--- src/rtl/i2c_bus_arbiter.sv ---
// Round-robin arbiter that shares one I2C_driver master between NUM_REQ requesters.
// Optional driver-wait timeout/abort is enabled by defining I2C_ARB_TIMEOUT_EN.
module i2c_bus_arbiter #(
  parameter int unsigned NUM_REQ        = 4,
  parameter int unsigned PTR_W          = $clog2(NUM_REQ),
  parameter int unsigned TIMEOUT_CYCLES = 200000
) (
  input  logic                   clk,
  input  logic                   rst_n,
  input  logic [NUM_REQ-1:0]     req,
  input  logic [NUM_REQ-1:0]     req_rw,
  input  logic [7*NUM_REQ-1:0]   req_addr,
  input  logic [8*NUM_REQ-1:0]   req_wdata,
  output logic [NUM_REQ-1:0]     gnt,
  output logic [NUM_REQ-1:0]     done,
  output logic [7:0]             rdata,
  output logic                   err,
  output logic                   arb_busy,
  output logic                   drv_start,
  output logic                   drv_rw,
  output logic [6:0]             drv_addr,
  output logic [7:0]             drv_wdata,
  input  logic                   drv_busy,
  input  logic [7:0]             drv_rdata
);

  localparam int unsigned SUM_W = PTR_W + 1;
  localparam logic [SUM_W-1:0] NUM_REQ_S = SUM_W'(NUM_REQ);
  localparam logic [PTR_W-1:0] LAST_IDX  = PTR_W'(NUM_REQ - 1);

  if (NUM_REQ < 2 || NUM_REQ > 8) begin : g_bad_num_req
    $error("i2c_bus_arbiter: NUM_REQ must be in 2..8");
  end
  if (TIMEOUT_CYCLES < 1) begin : g_bad_timeout
    $error("i2c_bus_arbiter: TIMEOUT_CYCLES must be at least 1");
  end

  typedef enum logic [2:0] {
    ST_IDLE,
    ST_LAUNCH,
    ST_WAIT_ACCEPT,
    ST_WAIT_DONE,
    ST_COMPLETE
  } state_t;

  state_t             r_state;
  state_t             w_state_nxt;
  logic [NUM_REQ-1:0] r_gnt, w_gnt_nxt;
  logic [NUM_REQ-1:0] r_done, w_done_nxt;
  logic [7:0]         r_rdata, w_rdata_nxt;
  logic               r_err, w_err_nxt;
  logic               r_arb_busy, w_arb_busy_nxt;
  logic               r_drv_start, w_drv_start_nxt;
  logic               r_drv_rw, w_drv_rw_nxt;
  logic [6:0]         r_drv_addr, w_drv_addr_nxt;
  logic [7:0]         r_drv_wdata, w_drv_wdata_nxt;
  logic [PTR_W-1:0]   r_rr_ptr, w_rr_ptr_nxt;
  logic [PTR_W-1:0]   r_gidx, w_gidx_nxt;

  logic               w_found;
  logic [PTR_W-1:0]   w_sel;
  logic [SUM_W-1:0]   w_cand;

`ifdef I2C_ARB_TIMEOUT_EN
  localparam int unsigned TMO_W = $clog2(TIMEOUT_CYCLES + 1);
  localparam logic [TMO_W-1:0] TMO_LAST = TMO_W'(TIMEOUT_CYCLES - 1);

  logic [TMO_W-1:0]   r_tmo_cnt, w_tmo_cnt_nxt;
  logic               r_abort, w_abort_nxt;
  logic               w_tmo_hit;

  assign w_tmo_hit = (r_tmo_cnt == TMO_LAST);
`endif

  // Rotating priority search: first asserted request at or above rr_ptr, with wrap.
  always_comb begin
    w_found = 1'b0;
    w_sel   = '0;
    w_cand  = '0;
    for (int k = 0; k < NUM_REQ; k++) begin
      w_cand = {1'b0, r_rr_ptr} + SUM_W'(k);
      if (w_cand >= NUM_REQ_S) begin
        w_cand = w_cand - NUM_REQ_S;
      end
      if (!w_found && req[w_cand[PTR_W-1:0]]) begin
        w_found = 1'b1;
        w_sel   = w_cand[PTR_W-1:0];
      end
    end
  end

  // Next-state and next-output logic; every register has its hold value as default.
  always_comb begin
    w_state_nxt     = r_state;
    w_gnt_nxt       = r_gnt;
    w_done_nxt      = '0;
    w_rdata_nxt     = r_rdata;
    w_err_nxt       = 1'b0;
    w_drv_start_nxt = r_drv_start;
    w_drv_rw_nxt    = r_drv_rw;
    w_drv_addr_nxt  = r_drv_addr;
    w_drv_wdata_nxt = r_drv_wdata;
    w_rr_ptr_nxt    = r_rr_ptr;
    w_gidx_nxt      = r_gidx;
`ifdef I2C_ARB_TIMEOUT_EN
    w_tmo_cnt_nxt   = r_tmo_cnt;
    w_abort_nxt     = r_abort;
`endif

    unique case (r_state)
      ST_IDLE: begin
        if (w_found) begin
          w_gnt_nxt       = NUM_REQ'(1'b1) << w_sel;
          w_gidx_nxt      = w_sel;
          w_drv_rw_nxt    = req_rw[w_sel];
          w_drv_addr_nxt  = req_addr[32'(w_sel)*7 +: 7];
          w_drv_wdata_nxt = req_wdata[32'(w_sel)*8 +: 8];
          w_state_nxt     = ST_LAUNCH;
        end
      end

      ST_LAUNCH: begin
        w_drv_start_nxt = 1'b1;
        w_state_nxt     = ST_WAIT_ACCEPT;
`ifdef I2C_ARB_TIMEOUT_EN
        w_tmo_cnt_nxt   = '0;
        w_abort_nxt     = 1'b0;
`endif
      end

      ST_WAIT_ACCEPT: begin
        if (drv_busy) begin
          w_drv_start_nxt = 1'b0;
          w_state_nxt     = ST_WAIT_DONE;
`ifdef I2C_ARB_TIMEOUT_EN
          w_tmo_cnt_nxt   = '0;
        end else if (w_tmo_hit) begin
          w_drv_start_nxt = 1'b0;
          w_abort_nxt     = 1'b1;
          w_state_nxt     = ST_COMPLETE;
        end else begin
          w_tmo_cnt_nxt   = r_tmo_cnt + TMO_W'(1);
`endif
        end
      end

      ST_WAIT_DONE: begin
        if (!drv_busy) begin
          w_rdata_nxt = r_drv_rw ? drv_rdata : 8'h00;
          w_state_nxt = ST_COMPLETE;
`ifdef I2C_ARB_TIMEOUT_EN
        end else if (w_tmo_hit) begin
          w_abort_nxt = 1'b1;
          w_state_nxt = ST_COMPLETE;
        end else begin
          w_tmo_cnt_nxt = r_tmo_cnt + TMO_W'(1);
`endif
        end
      end

      ST_COMPLETE: begin
        w_done_nxt   = r_gnt;
        w_gnt_nxt    = '0;
        w_rr_ptr_nxt = (r_gidx == LAST_IDX) ? '0 : r_gidx + PTR_W'(1);
        w_state_nxt  = ST_IDLE;
`ifdef I2C_ARB_TIMEOUT_EN
        w_err_nxt    = r_abort;
        w_abort_nxt  = 1'b0;
`endif
      end

      default: begin
        w_state_nxt     = ST_IDLE;
        w_gnt_nxt       = '0;
        w_drv_start_nxt = 1'b0;
      end
    endcase

    w_arb_busy_nxt = (w_state_nxt != ST_IDLE);
  end

  // State and registered outputs, synchronous active-low reset.
  always_ff @(posedge clk) begin
    if (!rst_n) begin
      r_state     <= ST_IDLE;
      r_gnt       <= '0;
      r_done      <= '0;
      r_rdata     <= '0;
      r_err       <= 1'b0;
      r_arb_busy  <= 1'b0;
      r_drv_start <= 1'b0;
      r_drv_rw    <= 1'b0;
      r_drv_addr  <= '0;
      r_drv_wdata <= '0;
      r_rr_ptr    <= '0;
      r_gidx      <= '0;
    end else begin
      r_state     <= w_state_nxt;
      r_gnt       <= w_gnt_nxt;
      r_done      <= w_done_nxt;
      r_rdata     <= w_rdata_nxt;
      r_err       <= w_err_nxt;
      r_arb_busy  <= w_arb_busy_nxt;
      r_drv_start <= w_drv_start_nxt;
      r_drv_rw    <= w_drv_rw_nxt;
      r_drv_addr  <= w_drv_addr_nxt;
      r_drv_wdata <= w_drv_wdata_nxt;
      r_rr_ptr    <= w_rr_ptr_nxt;
      r_gidx      <= w_gidx_nxt;
    end
  end

`ifdef I2C_ARB_TIMEOUT_EN
  always_ff @(posedge clk) begin
    if (!rst_n) begin
      r_tmo_cnt <= '0;
      r_abort   <= 1'b0;
    end else begin
      r_tmo_cnt <= w_tmo_cnt_nxt;
      r_abort   <= w_abort_nxt;
    end
  end
`endif

  assign gnt       = r_gnt;
  assign done      = r_done;
  assign rdata     = r_rdata;
  assign err       = r_err;
  assign arb_busy  = r_arb_busy;
  assign drv_start = r_drv_start;
  assign drv_rw    = r_drv_rw;
  assign drv_addr  = r_drv_addr;
  assign drv_wdata = r_drv_wdata;

endmodule

--- config.mk ---
export PLATFORM = sky130hd
export DESIGN_NAME = i2c_bus_arbiter
export DESIGN_NICKNAME = d
export VERILOG_FILES = /design/src/rtl/i2c_bus_arbiter.sv
export SDC_FILE = /design/constraint.sdc
export NUM_CORES = 1
export LEC_CHECK = 0
export BUFFER_PORTS_ARGS = -buffer_cell sky130_fd_sc_hd__buf_2
export CAP_MARGIN = 20
export CORE_MARGIN = 2
export CORE_UTILIZATION = 44
export CTS_CLUSTER_SIZE = 16
export DETAILED_ROUTE_END_ITERATION = 10
export PLACE_DENSITY = 0.8
export SLEW_MARGIN = 20
export SYNTH_ARGS = -nofsm -noshare
export SYNTH_HDL_FRONTEND = slang
export SYNTH_SLANG_ARGS = --single-unit
export TNS_END_PERCENT = 30
--- constraint.sdc ---
create_clock -name clk -period 2.4 [get_ports clk]
set_input_delay 0.6 -clock clk [delete_from_list [all_inputs] [get_ports clk]]
set_output_delay 0.6 -clock clk [all_outputs]
set_load 0.03 [all_outputs]
==> run_results.csv <==
group,metric,value,unit
finish,antenna_cells,0,
routing,wl,5690,um
pwr,p_leak,1.28,nW
sta,max_clock_freq,0.490,GHz
synth,yosys-top-cells-count,"41 x dfxtp_1, 40 x a21oi_1, 17 x nand2_1",
floorplan,core_area,0.00438,mm2
hold_path,hp-class,"flop to flop",
place,dp.cells,368,
synth,ys_types,41,
sta,period_needed,2.04,ns
place,dp_hpwl,4170,um
cts,cts_hold_buf,0,
floorplan,dieArea,0.00512,mm2
sta,rsz0062_at_grt,"false",
sta,worstMarginPinSlew,1.00,ns
synth,async_flop_share,0,%
cts,clk_latency,0.30,ns
sta,fin_ws,0.357,ns
finish,drive_above_1_share,42.9,%
routing,vias,2078,
floorplan,dieHeight,71.6,um
critical_path,endpoint_kind,"flop",
synth,yosys-top-cells-area,"dfxtp_1 41%, a21oi_1 10%, a221oi_1 7.0%",
synth,yosysWarnings,0,
status,outcome,"completed",
routing,drt-pass1-iter-count,4,
routing,via_per_inst,5.53,
sta,skew,0.00770,ns
cts,post_cts_buffers,0,
sta,period_share,85.1,%
critical_path,worstSetupPathType,"flop to flop",
synth,synth-edff-count,0,
finish,syn_to_final_growth,33.4,%
synth,synth_ff_type,"dfxtp_1",
sta,drv_slew,0,
critical_path,required,2.57,ns
global_routing,antenna_found_initial,0,
floorplan,ios,114,
global_routing,grt_pass1_vias,1865,
routing,drc,0,
synth,yosysSeqAreaShare,40.8,%
finish,multiInputGateArea,0.00108,mm2
critical_path,critPathSlowestCell,"dfxtp_1",
global_routing,track_usage,21.7,%
synth,post-synth-top-area-cell,"dfxtp_1",
routing,wl_per_cell,15.1,um
critical_path,cp-start-kind,"flop",
finish,final_cells,376,
synth,yosysMostFrequentCell,"dfxtp_1",
pwr,p_total,0.00192,W
sta,hold_viol,0,
sta,setup_violations,0,
cts,cts_tree,"done",
cts,cts_root_buffer,"clkbuf_8",
cts,clockBufferDepth,2,
place,gp_congestion,0.810,
synth,synthCells,217,
cts,cts_made_buffers,5,
critical_path,worst-endpoint-arrival,2.21,ns
floorplan,initial_core_util,45.8,%
cts,clock-sinks,41,
critical_path,cpPeakStageDelay,0.59,ns
cts,path_clk_slew,0.08,ns
synth,ys_ff_latch,41,
finish,final_nets,403,
flow_run,max_cap_violations,0,
routing,ant_nets,0,
synth,syn_area,0.00201,mm2
floorplan,die_w,71.6,um
finish,nFillCells,377,
routing,drtIter0Drc,177,
finish,final_core_util,61.1,%
critical_path,cp_cell_sequence,"mux2i_1 -> o221ai_4 -> mux2_2 -> nand2_1 -> a21oi_1",
place,pre_cts_ws,0.205,ns
finish,regArea,821,um2
cts,htreeDepth,2,
synth,syn_nets,297,
critical_path,cp_max_fo,17,
global_routing,grt_pass1_wl,8690,um
place,port_buffers,112,
sta,maxSlewHeadroom,32.7,%
global_routing,grt_start_max_net_pins,24,
global_routing,grt_overflow,0,
synth,netlist.area_leader.share,40.8,%
pwr,vdd_drop_max,0.457,mV
pwr,power.density,717,mW/mm2
sta,setup_tns,0,ns
synth,avgSynthCellArea,9.26,um2
cts,cts_resized,0,
floorplan,rows,24,
-- critical path, delay by kind of cell, from the launching register on --
family / cells / cell delay [ns]
flops: 1 / 0.59
compound gates: 2 / 0.64
mux: 2 / 0.61
simple gates: 1 / 0.07
-- kinds of logic after synthesis --
logic type	after synthesis	synth area share (%)
AOI/OAI and AO/OA	78	26.7
adders and majority gates	1	0.623
buffers and inverters	20	5.60
DFF	41	40.8
muxes	23	12.1
other	1	0.187
and+or+nand+nor	53	13.9
-- final cells by class --
type                    count  area share, %
multi-input cells         156           40.3
flip-flops and latches     41           30.6
repair buffers            115           21.8
clock buffers               5           2.57
well taps                  52           2.43
clock inverters             3           1.73
inverters                   4          0.560
-- report_power, final --
group          leakage, nW  switching [W]  internal [W]
registers            0.337      0.0000431      0.000756
logic                0.887       0.000347      0.000208
clock network       0.0543       0.000256      0.000311
-- placed cells by master (no fill, tap or decap), drive strengths merged, types with 2 or more instances in the layout --
master,Yosys,routed
or2,5,5
nor2b,3,3
nor2,10,10
o21ai,4,4
inv,4,4
mux2,11,11
o221a,2,2
mux2i,12,12
a21oi,40,40
clkbuf,5,5
nand3,3,3
a221oi,16,16
nand2,18,18
a22o,8,8
dfxtp,41,41
buf,11,115
and2,7,7
a21boi,2,2
-- through the flow --
stage / hold WS (ns) / area (um2)
6_report: 0.477 / 2680
5_1_grt: 0.490 / 2680
4_1_cts: 0.479 / 2680
3_5_place_dp: 0.454 / 2560
3_3_place_gp: 0.452 / 2560
2_1_floorplan: 0.467 / 2010
-- sequential cells by signal, summed over array words and instances, names as in the netlist --
register,count
drv_rw,1
arb_busy,1
done,4
drv_start,1
r_rr_ptr,2
gnt,4
r_gidx,2
drv_addr,7
rdata,8
r_state,3
drv_wdata,8
-- metal layers --
layer  vias up  routed length (um)  global-route usage (%)
met5         -                   0                       0
met4         0                 112                    8.39
met3        13                 373                    4.64
met2        85                2840                    38.9
met1       969                2360                    25.3
li1       1011                   -                       -
-- path summary, 6_finish.rpt --
path	cells past startpoint	startpoint	end	slack, ns
max	5	r_rr_ptr[1]$_SDFFE_PN0N_	drv_wdata[4]$_SDFFE_PN0P_	0.36
min reg2reg	1	rdata[4]$_SDFFE_PN0P_	rdata[4]$_SDFFE_PN0P_	0.48
max reg2reg	5	r_rr_ptr[1]$_SDFFE_PN0N_	drv_wdata[4]$_SDFFE_PN0P_	0.36
min	1	rdata[4]$_SDFFE_PN0P_	rdata[4]$_SDFFE_PN0P_	0.48
Note: power is estimated with default switching activity, not from simulation.
